==> config.mk <==
export PLATFORM = sky130hd
export DESIGN_NAME = operand_entry_bank
export DESIGN_NICKNAME = d
export VERILOG_FILES = /design/src/rtl/operand_entry_bank_pkg.sv /design/src/rtl/operand_entry_bank_btn_conditioner.sv /design/src/rtl/operand_entry_bank.sv
export SDC_FILE = /design/constraint.sdc
export NUM_CORES = 1
export LEC_CHECK = 0
export BUFFER_PORTS_ARGS = -buffer_cell sky130_fd_sc_hd__buf_2
export CAP_MARGIN = 25
export CORE_ASPECT_RATIO = 2
export CORE_UTILIZATION = 45
export DETAILED_ROUTE_END_ITERATION = 12
export PLACE_DENSITY_LB_ADDON = 0.05
export SYNTH_ARGS = -nofsm -noshare
export SYNTH_HDL_FRONTEND = slang
export SYNTH_SLANG_ARGS = --single-unit
==> constraint.sdc <==
create_clock -name clk -period 3.4 [get_ports clk]
set_clock_uncertainty 0.1 [all_clocks]
set_input_delay 0.34 -clock clk [delete_from_list [all_inputs] [get_ports clk]]
set_output_delay 0.34 -clock clk [all_outputs]
set_load 0.02 [all_outputs]
==> src/rtl/operand_entry_bank_pkg.sv <==
// Shared calculator definitions: FSM encodings, default debounce length and
// the width helper used to size operand indices and counters.
package operand_entry_bank_pkg;

  typedef enum logic [0:0] {
    ST_ENTRY = 1'b0,
    ST_FULL  = 1'b1
  } bank_state_e;

  // 1 ms at 50 MHz
  localparam int DEBOUNCE_CYC_DEFAULT = 50000;

  // ceil(log2(value)), never less than 1 so single-entry fields still get a bit
  function automatic int clog2_min1(input int value);
    int w;
    w = 1;
    while ((1 << w) < value) w = w + 1;
    return w;
  endfunction

endpackage

==> src/rtl/operand_entry_bank_btn_conditioner.sv <==
// Conditions one raw active-low pushbutton: 2-flop synchroniser, stability
// debounce, and a one-cycle press pulse on the accepted 1->0 transition.
// Until a genuine released level has been seen after reset, presses are not
// reported, so a button held through reset needs a release and a new press.
module btn_conditioner
  import operand_entry_bank_pkg::*;
#(
  parameter int DEBOUNCE_CYC = DEBOUNCE_CYC_DEFAULT
) (
  input  logic clk,
  input  logic rst,
  input  logic btn_n,
  output logic press_pulse
);

  localparam int CNT_W = clog2_min1(DEBOUNCE_CYC);
  localparam logic [CNT_W-1:0] CNT_LAST = CNT_W'(DEBOUNCE_CYC - 1);

  logic             sync1_q, sync1_d;
  logic             sync2_q, sync2_d;
  logic             level_q, level_d;
  logic [CNT_W-1:0] cnt_q, cnt_d;
  logic [1:0]       fill_q, fill_d;
  logic             armed_q, armed_d;
  logic             pulse_q, pulse_d;

  // Next-state: synchronise, count disagreement, accept after a stable run
  always_comb begin
    sync1_d = btn_n;
    sync2_d = sync1_q;
    fill_d  = {fill_q[0], 1'b1};
    level_d = level_q;
    cnt_d   = cnt_q;
    if (sync2_q == level_q) begin
      cnt_d = '0;
    end else if (cnt_q == CNT_LAST) begin
      level_d = sync2_q;
      cnt_d   = '0;
    end else begin
      cnt_d = cnt_q + CNT_W'(1);
    end
    // fill_q[1] marks that sync2_q now carries a real sample, not the reset value
    armed_d = armed_q | (fill_q[1] & sync2_q & level_q);
    pulse_d = armed_q & level_q & ~level_d;
  end

  // State registers; everything resets to the released level
  always_ff @(posedge clk or negedge rst) begin
    if (!rst) begin
      sync1_q <= 1'b1;
      sync2_q <= 1'b1;
      level_q <= 1'b1;
      cnt_q   <= '0;
      fill_q  <= '0;
      armed_q <= 1'b0;
      pulse_q <= 1'b0;
    end else begin
      sync1_q <= sync1_d;
      sync2_q <= sync2_d;
      level_q <= level_d;
      cnt_q   <= cnt_d;
      fill_q  <= fill_d;
      armed_q <= armed_d;
      pulse_q <= pulse_d;
    end
  end

  assign press_pulse = pulse_q;

endmodule

==> src/rtl/operand_entry_bank.sv <==
// Operand entry bank: captures NUM_OPS switch operands in order on LOAD
// presses, tracks which are valid, and is emptied by CLEAR or by the consumer.
//
// Consume handshake: consume is a one-cycle pulse from the consumer. It is
// honoured only while all_valid is high (FULL); it drops all valid flags and
// rewinds cur_idx, but keeps operand data. In ENTRY it is ignored. Same-cycle
// priority is clear > consume > load; a load coinciding with a consume in FULL
// is discarded.
module operand_entry_bank
  import operand_entry_bank_pkg::*;
#(
  parameter int DATA_W       = 8,
  parameter int NUM_OPS      = 2,
  parameter int DEBOUNCE_CYC = DEBOUNCE_CYC_DEFAULT,
  parameter int IDX_W        = clog2_min1(NUM_OPS)
) (
  input  logic                      clk,
  input  logic                      rst,
  input  logic [DATA_W-1:0]         sw,
  input  logic                      load_btn,
  input  logic                      clr_btn,
  input  logic                      consume,
  output logic [NUM_OPS*DATA_W-1:0] ops_flat,
  output logic [NUM_OPS-1:0]        op_valid,
  output logic [IDX_W-1:0]          cur_idx,
  output logic                      all_valid
);

  localparam logic [IDX_W-1:0] IDX_LAST = IDX_W'(NUM_OPS - 1);

  logic load_pulse;
  logic clr_pulse;

  bank_state_e         state_q, state_d;
  logic [DATA_W-1:0]   ops_q [NUM_OPS];
  logic [DATA_W-1:0]   ops_d [NUM_OPS];
  logic [NUM_OPS-1:0]  valid_q, valid_d;
  logic [IDX_W-1:0]    idx_q, idx_d;

  btn_conditioner #(.DEBOUNCE_CYC(DEBOUNCE_CYC)) u_load_btn (
    .clk         (clk),
    .rst         (rst),
    .btn_n       (load_btn),
    .press_pulse (load_pulse)
  );

  btn_conditioner #(.DEBOUNCE_CYC(DEBOUNCE_CYC)) u_clr_btn (
    .clk         (clk),
    .rst         (rst),
    .btn_n       (clr_btn),
    .press_pulse (clr_pulse)
  );

  // Next-state and operand updates: clear wins, then the per-state action
  always_comb begin
    state_d = state_q;
    ops_d   = ops_q;
    valid_d = valid_q;
    idx_d   = idx_q;
    if (clr_pulse) begin
      for (int i = 0; i < NUM_OPS; i++) ops_d[i] = '0;
      valid_d = '0;
      idx_d   = '0;
      state_d = ST_ENTRY;
    end else begin
      case (state_q)
        ST_ENTRY: begin
          if (load_pulse) begin
            for (int i = 0; i < NUM_OPS; i++) begin
              if (idx_q == IDX_W'(i)) begin
                ops_d[i]   = sw;
                valid_d[i] = 1'b1;
              end
            end
            if (idx_q == IDX_LAST) state_d = ST_FULL;
            else                   idx_d   = idx_q + IDX_W'(1);
          end
        end
        ST_FULL: begin
          if (consume) begin
            valid_d = '0;
            idx_d   = '0;
            state_d = ST_ENTRY;
          end
        end
        default: state_d = ST_ENTRY;
      endcase
    end
  end

  // Bank registers
  always_ff @(posedge clk or negedge rst) begin
    if (!rst) begin
      state_q <= ST_ENTRY;
      for (int i = 0; i < NUM_OPS; i++) ops_q[i] <= '0;
      valid_q <= '0;
      idx_q   <= '0;
    end else begin
      state_q <= state_d;
      for (int i = 0; i < NUM_OPS; i++) ops_q[i] <= ops_d[i];
      valid_q <= valid_d;
      idx_q   <= idx_d;
    end
  end

  for (genvar g = 0; g < NUM_OPS; g++) begin : g_flat
    assign ops_flat[g*DATA_W +: DATA_W] = ops_q[g];
  end

  assign op_valid  = valid_q;
  assign cur_idx   = idx_q;
  assign all_valid = (state_q == ST_FULL);

endmodule

== Word-level counts from Yosys, hierarchy flattened ==
Cells that the tools add are included.
Operators by class
  reduce and logical (&&, ||, !) cells: 7
  multiplexer cells: 29
  $mul: 0
  div/mod/pow operators: 0
  shift operators: 0
  eq/ne operators: 10
  order comparisons: 0
  add/sub/neg operators: 3
  bitwise logic cells: 13
Operator list (number)
  $mux W16: 7
  $add A16 B1 Y16 const B: 2
  $eq A16 B16 Y1 const B: 2
  $mux W8: 2
  $mux W1: 14
  $reduce_and A3 Y1: 4
  $ne A3 B2 Y1 const B: 3
  $and A1 B1 Y1: 8
  $mux W2: 3
  $ne A2 B1 Y1 const B: 2
  $pmux W1 S2: 2
  $pmux W2 S2: 1
  $reduce_bool A2 Y1: 2
  $ne A3 B1 Y1 const B: 1
  $not A1 Y1: 3
  $eq A1 B1 Y1: 2
  $or A1 B1 Y1: 2
  $reduce_and A2 Y1: 1
  $add A1 B1 Y1 const B: 1
Storage, ports and cells
  logic and storage cells: 82
  memories: 0
  bits in writable memories: 0
  latch bits: 0
  bits in registers: 66
  output and inout port bits: 20
  input bits: 13
  bits in read-only memories: 0

== Logic depth before layout (Yosys ltp) ==
Gate-level depths: netlist (run 1).
  word-level depth: 5
  depth in mapped cells: 6
  depth with buffers taken out: 5

== By module ==
From an unflattened synthesis (run 1), not the netlist that was laid out.
Second synthesis, totals
  cell total of the unflattened synthesis: 260
  area, all modules: 3139.3 µm²
By module, submodules not included
  btn_conditioner: seq. area each 579.3 µm², instances 2, cells each 91, area each 1101.1 µm²
  operand_entry_bank: seq. area each 500.5 µm², instances 1, cells each 78, area each 937.1 µm²

== Least setup slack after synthesis (run 1) ==
OpenSTA, ideal clock, no wires.
  path type: flip-flop to flip-flop
  start point: register u_load_btn.cnt_q[12]
  end point: register u_load_btn.cnt_q[10]
  buffers on the path: 1
  library setup time: 0.119 ns
  arrival time: 1.517 ns
  period minus slack after synthesis: 1.736 ns
  cell stages (with the launch flop): 6
  slack: 1.664 ns
  required time: 3.181 ns
  path through: dfrtp_1 nor4_1 nand3_1 o41ai_4 buf_6 nor2_1
On the way
  longest elaborated chain between the ends: 3
RTL lines
  start: declaration: RTL line operand_entry_bank_btn_conditioner.sv:22  | logic [CNT_W-1:0] cnt_q, cnt_d;
  start signal: assignment: RTL line operand_entry_bank_btn_conditioner.sv:61  | cnt_q <= cnt_d;
  $eq A16 B16 Y1: RTL line operand_entry_bank_btn_conditioner.sv:36  | end else if (cnt_q == CNT_LAST) begin
  $mux W16: RTL line operand_entry_bank_btn_conditioner.sv:36
  $mux W16: RTL line operand_entry_bank_btn_conditioner.sv:34  | if (sync2_q == level_q) begin
  net u_load_btn.cnt_d[10]: RTL line operand_entry_bank_btn_conditioner.sv:22
The timed path passes the listed nets, and every way through them passes these cells.
A chain may end at the register's enable or synchronous reset.

== Worst setup path after layout (run 1) ==
  start point: register u_load_btn.cnt_q[12]
  end point: register u_load_btn.cnt_q[15]
On the way
  longest elaborated chain between the ends: 3
  elaborated cells between the ends (all ways): 4
  classes of those cells: add/sub (1); eq/ne (1); mux (2)
RTL lines (RTL line)
  $add A16 B1 Y16 or $eq A16 B16 Y1 (tied branches): operand_entry_bank_btn_conditioner.sv:40, operand_entry_bank_btn_conditioner.sv:36
  $mux W16 (*): operand_entry_bank_btn_conditioner.sv:36
  $mux W16 (*): operand_entry_bank_btn_conditioner.sv:34
  net u_load_btn.cnt_d[15]: operand_entry_bank_btn_conditioner.sv:22
Mark *: on every way through the listed nets, which the timed path passes. The rest lies on a longest branch.

==> results.json, run 1 <==
{
  "status": "finished, violations left",
  "violations": "design-rule violations",
  "maxCapViolCount": 0,
  "initial_utilization_pct": 46.4,
  "overflow": 0,
  "fmax_mhz": 469,
  "cp-start-kind": "register",
  "yosys_most_used_dff": "dfrtp_1",
  "drt-initial-drc-count": 66,
  "worstPathArrival_ns": 2.20,
  "htree_levels": 3,
  "synth-seq-cells": 64,
  "nets": 306,
  "drv_slew": 0,
  "wl_um": 5490,
  "postSynthCellCount": 250,
  "endpoint_kind": "register",
  "syn_to_final_growth_pct": 20.9,
  "dieArea_sq_um": 6480,
  "yosysMostFrequentCell": "dfrtp_1",
  "critPathKind": "register to register",
  "whs_path_depth": 1,
  "swShare_pct": 19.3,
  "yosys_warnings": 0,
  "post-route-period-util_pct": 62.7,
  "fin_tns_setup_ns": 0,
  "ff2ff_path_depth": 4,
  "synthSimpleGateAreaFrac_pct": 19.9,
  "max_slew_margin_pct": 40.7,
  "tightestPinTransition_ns": 0.886,
  "dr.pass1.iters": 8,
  "via_count": 1948,
  "clock_power_share_pct": 54.0,
  "rows": 40,
  "whs_ns": 0.0323,
  "via_per_inst": 5.43,
  "critical_path_buf_inv_count": 0,
  "leakage_nw": 1.56,
  "grt_pass1_vias": 1983,
  "cts-root-buf": "clkbuf_16",
  "vdd_ir_drop_max_mv": 0.312,
  "clock_path_buffers": 2,
  "clkLatencyLatePin_ns": 0.33,
  "port_buffers": 32,
  "synth_top_family_by_area": "simple AND/OR/NAND/NOR gates",
  "syn_nets": 265,
  "synth_mux_area_share_pct": 6.61,
  "core_sq_um": 5960,
  "cp.depth": 4,
  "seq_area_frac_synth_pct": 58.2,
  "track_usage_pct": 19.1,
  "synth_compound_area_share_pct": 3.44,
  "yosysTopAreaCell": "dfrtp_1",
  "die_w_um": 57.4,
  "async_reset_ff_share_pct": 100,
  "comb_power_share_pct": 3.5,
  "crit_family": "compound AO/OA/AOI/OAI gates",
  "synth_common_cells": "dfrtp_1 (58), nor2_1 (51), xnor2_1 (18)",
  "synth_top_area_share_pct": 52.5,
  "p_int_mw": 1.50,
  "synth_xor_area_share_pct": 8.87,
  "final_hold_viol_count": 0,
  "clock_sinks": 64,
  "cts_buffers": 9,
  "tritoncts": "built",
  "synth_edf_count": 0,
  "postCtsSetupBuffers": 0,
  "max_stage_delay_ns": 0.85,
  "rsz0062_at_grt": "no",
  "required_ns": 3.47,
  "synth_fa_ha_area_share_pct": 0.905,
  "ant_nets": 0,
  "min_period_ns": 2.13,
  "grt_pass1_wl_um": 9160,
  "antenna_found_initial": 0,
  "setup_viol": 0,
  "gp_congestion": 0.798,
  "synth.avg_cell_area_sq_um": 11.1,
  "hold_class": "input pin to register",
  "ys_types": 33,
  "fillCellCount": 534,
  "wl_per_cell_um": 15.3,
  "grt_max_degree": 35,
  "dp_hpwl_um": 3850,
  "p_per_area_nw_per_um2": 558,
  "slowest_stage": "o41ai_4",
  "pin_count": 33,
  "pwr-share-seq_pct": 42.5,
  "fp.dieH_um": 113,
  "cts.clk_slew.worst_paths_ns": 0.05,
  "drive_gt1_share_pct": 20.3,
  "syn_area_sq_um": 2770,
  "power.net_switching_mw": 0.359,
  "synth.area.top_cells": "dfrtp_1 (52%), nor2_1 (6.9%), mux2i_1 (5.8%), dfstp_2 (5.7%), xnor2_1 (5.7%)",
  "drcViolationCount": 3,
  "path_cells": "nor4_1 > nand3_1 > o41ai_4 > nor2_1",
  "n_antenna_cell": 0,
  "cp_max_fo": 16
}
## cells by family (layout without fill, tap and decap cells)
logic type / after synthesis / count (layout)
and+or+nand+nor: 114 / 114
DFF: 64 / 64
xor gates and xnor gates: 28 / 28
muxes: 18 / 18
AOI/OAI and AO/OA: 12 / 12
buffers and inverters: 11 / 57
adders and majority gates: 2 / 2
other: 1 / 1
## path summary, 6_finish.rpt
check                                               start                             end  slack (ns)
setup reg to reg           u_load_btn.cnt_q[12]$_DFF_PN0_  u_load_btn.cnt_q[15]$_DFF_PN0_        1.27
setup / recovery           u_load_btn.cnt_q[12]$_DFF_PN0_  u_load_btn.cnt_q[15]$_DFF_PN0_        1.27
hold / removal                                    clr_btn     u_clr_btn.sync1_q$_DFF_PN1_        0.03
max in group asynchronous                             rst    u_load_btn.sync2_q$_DFF_PN1_        1.94
min in group asynchronous                             rst  u_load_btn.cnt_q[11]$_DFF_PN0_        0.51
hold reg to reg             u_clr_btn.fill_q[0]$_DFF_PN0_   u_clr_btn.fill_q[1]$_DFF_PN0_        0.25
## per-stage QoR
stage          total power, mW  instances  setup WS [ns]  instance area (sq um)  util, %
3_3_place_gp             0.869        341           1.30                   2990     50.2
4_1_cts                   1.89        359           1.25                   3340     56.1
5_1_grt                   1.92        359           1.11                   3340     56.1
3_5_place_dp             0.869        341           1.25                   2990     50.2
2_1_floorplan            0.831        250           1.66                   2770        -
6_report                  1.86        359           1.27                   3340     56.1
## what timing repair did
action,4_1_cts,5_1_grt
endpoints found under the hold margin,29,0
hold buffers,2,0
gates resized for setup,0,0
## per-layer routing
metal / share of wire, % / vias to the layer above / global-route usage, %
met5: 0 / - / 0
met4: 2.4 / 0 / 9.43
met3: 2.8 / 9 / 5.49
met2: 55 / 38 / 33.1
met1: 39 / 954 / 20.8
li1: - / 947 / -
## cell usage in the layout (no fill, tap or decap), types with 2 or more instances in the layout
cell type      instances
dfrtp_1               58
nor2_1                51
buf_2                 32
xnor2_1               18
mux2i_1               16
nand2_1               13
nand3_1               11
xor2_1                10
nand4_1               10
clkbuf_16              9
nor4_1                 8
a21oi_1                6
nor3_1                 6
dfstp_2                6
and3_1                 4
inv_1                  4
clkbuf_8               3
buf_4                  3
nor4b_1                2
and4b_1                2
a31o_2                 2
mux2_2                 2
nand2b_1               2
ha_1                   2
clkbuf_1               2
bufinv_16              2
dlygate4sd3_1          2
## sequential cells by signal, summed over array words and instances, names as in the netlist, 2 cells and up
register,cells
ops_flat,16
u_clr_btn.fill_q,2
op_valid,2
u_clr_btn.cnt_q,16
u_load_btn.cnt_q,16
## final cells by class
type,instances,area [sq um],share of cell area (%)
Clock buffer,14,274,8.20
Sequential cell,64,1610,48.1
Multi-Input combinational cell,175,1100,33.0
Clock inverter,2,60.1,1.80
Timing Repair Buffer,37,203,6.07
Tap cell,63,78.8,2.36
Inverter,4,15.0,0.449
## power by group through the flow
stage | Sequential [mW] | Clock, mW | Combinational (mW)
finish | 0.792 | 1.01 | 0.0650
global route | 0.793 | 1.06 | 0.0742
CTS | 0.792 | 1.03 | 0.0673
detailed placement | 0.804 | 0 | 0.0652
global placement | 0.804 | 0 | 0.0646
floorplan | 0.809 | 0 | 0.0224
## worst reg2reg max path: stages, from the launching register on
cell,delay (ns)
dfrtp_1,0.41
nor4_1,0.30
nand3_1,0.17
o41ai_4,0.86
nor2_1,0.13
Note: power is estimated with default switching activity, not from simulation.
==> run 2, diff against run 1 <==
==> constraint.sdc (replaced) <==
create_clock -name clk -period 1.86 [get_ports clk]
set_clock_uncertainty 0.1 [all_clocks]
set_input_delay 0.186 -clock clk [delete_from_list [all_inputs] [get_ports clk]]
set_output_delay 0.186 -clock clk [all_outputs]
set_load 0.02 [all_outputs]
==> run 2 against run 1 <==
Compared with the run above: the run still ends with design-rule violations left; combinational power up 100%; design area grew 3.6%; die area is the same; critical endpoint is now u_load_btn.cnt_q[13]$_DFF_PN0_.
==> results.json, run 2 (same netlist as run 1, synthesis figures left out) <==
{
  "status": "finished, violations left",
  "violations": "design-rule violations",
  "rsz0062_at_grt": "no",
  "antenna_found_initial": 0,
  "syn_to_final_growth_pct": 25.2,
  "power.net_switching_mw": 0.665,
  "cp-start-kind": "register",
  "wl_um": 5800,
  "fin_ws_ns": 0.130,
  "leakage_nw": 1.63,
  "critPathKind": "register to register",
  "n_antenna_cell": 0,
  "gp_congestion": 0.819,
  "nets": 319,
  "port_buffers": 32,
  "drv_slew": 0,
  "postCtsSetupBuffers": 0,
  "dr.pass1.iters": 8,
  "ant_nets": 0,
  "p_per_area_nw_per_um2": 968,
  "track_usage_pct": 20.3,
  "placed_area_sq_um": 3100,
  "clkLatencyLatePin_ns": 0.33,
  "comb_power_share_pct": 3.9,
  "swShare_pct": 19.8,
  "cp_max_fo": 16,
  "grt_pass1_vias": 2006,
  "place_ws_ns": 0.0506,
  "clock_sinks": 64,
  "min_period_ns": 1.73,
  "rows": 40,
  "cts-root-buf": "clkbuf_16",
  "required_ns": 1.97,
  "drive_gt1_share_pct": 23.6,
  "endpoint_kind": "register",
  "overflow": 0,
  "dp_hpwl_um": 4100,
  "layout_commonest_cell": "dfrtp_1",
  "setup_viol": 0,
  "final_cell_mix": "dfrtp_1 (58), nor2_1 (51), buf_2 (32)",
  "via_per_inst": 5.43,
  "tightestPinTransition_ns": 0.658,
  "max_stage_delay_ns": 0.42,
  "drcViolationCount": 3,
  "cts.clk_slew.worst_paths_ns": 0.05,
  "die_w_um": 57.4,
  "vdd_ir_drop_max_mv": 0.541,
  "fp.dieH_um": 113,
  "grt_pass1_wl_um": 9530,
  "worstSetupStartpoint": "u_load_btn.cnt_q[12]$_DFF_PN0_",
  "post-route-period-util_pct": 93.0,
  "final_hold_viol_count": 0,
  "maxCapViolCount": 0,
  "r2r_start": "u_load_btn.cnt_q[12]$_DFF_PN0_",
  "pwr-share-seq_pct": 43.2,
  "hold_class": "input pin to register",
  "fin_tns_setup_ns": 0,
  "max_slew_margin_pct": 56.1,
  "core_sq_um": 5960,
  "min_from": "sw[7]",
  "wl_per_cell_um": 15.6,
  "drt-initial-drc-count": 59,
  "via_count": 2020,
  "dieArea_sq_um": 6480,
  "fmax_mhz": 578,
  "pin_count": 33,
  "tritoncts": "built",
  "cts_buffers": 9,
  "p_int_mw": 2.69,
  "worstPathArrival_ns": 1.84,
  "path_cells": "nor4_1 > nand3_1 > o41ai_4 > buf_12 > nor2_1",
  "clock_path_buffers": 2,
  "initial_utilization_pct": 46.4,
  "final_area_sq_um": 3460,
  "clock_power_share_pct": 52.9,
  "htree_levels": 3,
  "slowest_stage": "o41ai_4",
  "grt_max_degree": 46
}
[run 2: changes by cell type in the layout (fill, tap and decap cells not counted)]
cell and change:
buf_4 +10, buf_12 +2, clkbuf_8 -2, nor4_1 -2, nor4_2 +2, clkbuf_1 +1, clkinv_2 +1, dlygate4sd3_1 +1
[run 2: stage by stage]
step | instances | hold WS (ns) | utilization, % | total power [mW]
3_3_place_gp | 353 | 0.0928 | 52.1 | 1.60
3_5_place_dp | 353 | 0.102 | 52.1 | 1.60
6_report | 372 | 0.0123 | 58.1 | 3.35
2_1_floorplan | 250 | -0.210 | - | 1.52
5_1_grt | 372 | 0.0368 | 58.1 | 3.47
4_1_cts | 372 | 0.00553 | 57.9 | 3.39
[run 2: cell type report]
class	instances	area, sq um
tap	63	78.8
inverter	4	15.0
clock inverter	3	65.1
multi-input combinational	175	1110
sequential	64	1610
timing repair buffer	50	328
clock buffer	13	250
fill	524	2490
[run 2: what timing repair did]
item / CTS / global route
hold buffers: 3 / 0
resized for setup: 0 / 2
hold endpoints to repair: 60 / 0
setup endpoints to repair: 0 / 2
[run 2: power by group through the flow]
stage	registers, mW	clock network [mW]	logic, mW
global placement	1.47	0	0.128
CTS	1.45	1.81	0.136
finish	1.45	1.77	0.131
global route	1.45	1.88	0.149
detailed placement	1.47	0	0.130
floorplan	1.48	0	0.0409
[run 2: worst paths after layout]
check / to / slack (ns) / depth (start not counted)
setup / recovery: u_load_btn.cnt_q[13]$_DFF_PN0_ / 0.13 / 5
hold / removal: ops_flat[15]$_DFFE_PN0P_ / 0.01 / 3
setup reg to reg: u_load_btn.cnt_q[13]$_DFF_PN0_ / 0.13 / 5
hold reg to reg: u_clr_btn.fill_q[1]$_DFF_PN0_ / 0.25 / 0
max in group asynchronous: u_clr_btn.sync1_q$_DFF_PN1_ / 1.09 / 3
min in group asynchronous: u_load_btn.cnt_q[14]$_DFF_PN0_ / 0.29 / 3
[run 2: critical path, delay by kind of cell (launching register included)]
family	cells	cell delay, ns
buf+inv	1	0.19
compound gates	1	0.42
flops	1	0.38
simple gates	3	0.52
[run 2: metal layers]
layer  part of all wire [%]  up-vias  global-route usage (%)
met5                      0        -                       0
li1                       -      967                       -
met3                    2.3        9                    4.46
met4                    2.1        0                    11.7
met2                     58       29                    36.8
met1                     38     1015                    20.5
==> run 3, diff against run 2 <==
--- a/config.mk
+++ b/config.mk
@@ -11,6 +11,7 @@
 export CORE_UTILIZATION = 45
 export DETAILED_ROUTE_END_ITERATION = 12
 export PLACE_DENSITY_LB_ADDON = 0.05
+export RECOVER_POWER = 25
 export SYNTH_ARGS = -nofsm -noshare
 export SYNTH_HDL_FRONTEND = slang
 export SYNTH_SLANG_ARGS = --single-unit
==> run 3 against run 2 <==
Compared with the run above: global-route usage unchanged; critical path depth down 1; largest cell class unchanged; combinational power decreased by 4%; final cell count unchanged; wire length hardly changed; design area fell by 0.47%; total power shrank 0.14%; via count barely moved; the flow still finishes with violations (design-rule violations); largest power group unchanged.
==> results.json, run 3 (same netlist as run 1, synthesis figures left out) <==
{
  "nets": 319,
  "ant_nets": 0,
  "fin_util_pct": 57.8,
  "cts_buffers": 9,
  "r2r_setup_slack_ns": 0.11,
  "violations": "design-rule violations",
  "fin_tns_setup_ns": 0,
  "cts-root-buf": "clkbuf_16",
  "drv_slew": 0,
  "grt_pass1_wl_um": 9530,
  "leakage_nw": 1.62,
  "setup_viol": 0,
  "track_usage_pct": 20.3,
  "tritoncts": "built",
  "grt_max_degree": 46,
  "htree_levels": 3,
  "dieArea_sq_um": 6480,
  "clkLatencyLatePin_ns": 0.33,
  "n_antenna_cell": 0,
  "whs_path_depth": 3,
  "path_cells": "nor4b_1 > nand4_1 > buf_4 > mux2_2",
  "min_period_ns": 1.75,
  "port_buffers": 32,
  "required_ns": 2.01,
  "final_hold_viol_count": 0,
  "vdd_ir_drop_max_mv": 0.541,
  "drt-initial-drc-count": 63,
  "clock_path_buffers": 2,
  "min_from": "sw[7]",
  "p_per_area_nw_per_um2": 971,
  "critical_path_buf_inv_count": 1,
  "postCtsSetupBuffers": 0,
  "via_per_inst": 5.43,
  "status": "finished, violations left",
  "die_w_um": 57.4,
  "place_ws_ns": 0.0506,
  "cp-start-kind": "register",
  "ff2ff_path_depth": 4,
  "grt_pass1_vias": 2006,
  "slowest_stage": "nor4b_1",
  "overflow": 0,
  "placed_area_sq_um": 3100,
  "syn_to_final_growth_pct": 24.6,
  "maxCapViolCount": 0,
  "hold_class": "input pin to register",
  "fmax_mhz": 573,
  "reg2reg_to": "u_clr_btn.level_q$_DFF_PN1_",
  "via_count": 2021,
  "crit_family": "simple AND/OR/NAND/NOR gates",
  "whs_ns": 0.0123,
  "r2r_start": "u_clr_btn.cnt_q[7]$_DFF_PN0_",
  "tightestPinTransition_ns": 1.11,
  "gp_congestion": 0.819,
  "final_cell_mix": "dfrtp_1 (58), nor2_1 (51), buf_2 (31)",
  "wl_um": 5800,
  "antenna_found_initial": 0,
  "final_area_sq_um": 3440,
  "critPathKind": "register to register",
  "clock_sinks": 64,
  "drcViolationCount": 3,
  "endpoint_kind": "register",
  "rsz0062_at_grt": "no",
  "cp_max_fo": 4,
  "wl_per_cell_um": 15.6,
  "core_sq_um": 5960,
  "rows": 40,
  "layout_commonest_cell": "dfrtp_1",
  "fp.dieH_um": 113,
  "hold_path_end": "ops_flat[15]$_DFFE_PN0P_",
  "max_stage_delay_ns": 0.46,
  "dr.pass1.iters": 8,
  "fin_ws_ns": 0.115,
  "initial_utilization_pct": 46.4,
  "post-route-period-util_pct": 93.8,
  "dp_hpwl_um": 4100,
  "cts.clk_slew.worst_paths_ns": 0.05,
  "drive_gt1_share_pct": 23.3,
  "max_slew_margin_pct": 25.8,
  "worstPathArrival_ns": 1.90,
  "pin_count": 33
}
run 3: cell types whose count changed in the layout (fill, tap and decap cells not counted):
cell and delta:
buf_12 -1, buf_2 -1, clkbuf_1 +1, clkbuf_2 +1
run 3: how the worst max path moves through the flow:
stage                                   startpoint                             end  slack, ns  cells after the start
floorplan           u_load_btn.cnt_q[12]$_DFF_PN0_  u_load_btn.cnt_q[14]$_DFF_PN0_       0.12                      5
global placement    u_load_btn.cnt_q[12]$_DFF_PN0_    u_load_btn.level_q$_DFF_PN1_       0.08                      4
detailed placement  u_load_btn.cnt_q[12]$_DFF_PN0_    u_load_btn.level_q$_DFF_PN1_       0.05                      4
CTS                 u_load_btn.cnt_q[12]$_DFF_PN0_    u_load_btn.level_q$_DFF_PN1_       0.04                      4
global route        u_load_btn.cnt_q[12]$_DFF_PN0_  u_load_btn.cnt_q[13]$_DFF_PN0_       0.03                      5
finish                u_clr_btn.cnt_q[7]$_DFF_PN0_     u_clr_btn.level_q$_DFF_PN1_       0.11                      4
run 3: repair_timing:
item	CTS	global route
hold buffers	3	0
setup endpoints to repair	0	2
hold endpoints to repair	60	0
gates resized for setup	0	2
run 3: layout make-up:
class	count	area [sq um]
fillers	527	2510
flip-flops and latches	64	1610
multi-input cells	175	1110
repair buffers	50	312
clock buffers	13	250
well taps	63	78.8
clock inverters	3	65.1
inverters	4	15.0
run 3: worst reg2reg max path, stage by stage, from the launching register on:
cell and delay, ns:
dfrtp_1 0.42, nor4b_1 0.46, nand4_1 0.24, buf_4 0.20, mux2_2 0.26
run 3: power by group:
group          internal, mW  switching, mW
Sequential             1.43         0.0209
Combinational        0.0485         0.0777
Clock                  1.21          0.566
run 3: through the flow:
stage	std cells	total power, mW
2_1_floorplan	250	1.52
5_1_grt	372	3.47
4_1_cts	372	3.39
6_report	372	3.35
3_3_place_gp	353	1.60
3_5_place_dp	353	1.60
run 3: routing by layer:
| metal | track usage [%] | wire [um] | vias to the layer above | share of wire [%] |
|---|---|---|---|---|
| met5 | 0 | 0 | - | 0 |
| met4 | 11.7 | 119 | 0 | 2.1 |
| met3 | 4.46 | 139 | 9 | 2.4 |
| met2 | 36.8 | 3350 | 33 | 58 |
| met1 | 20.5 | 2200 | 1012 | 38 |
| li1 | - | - | 967 | - |
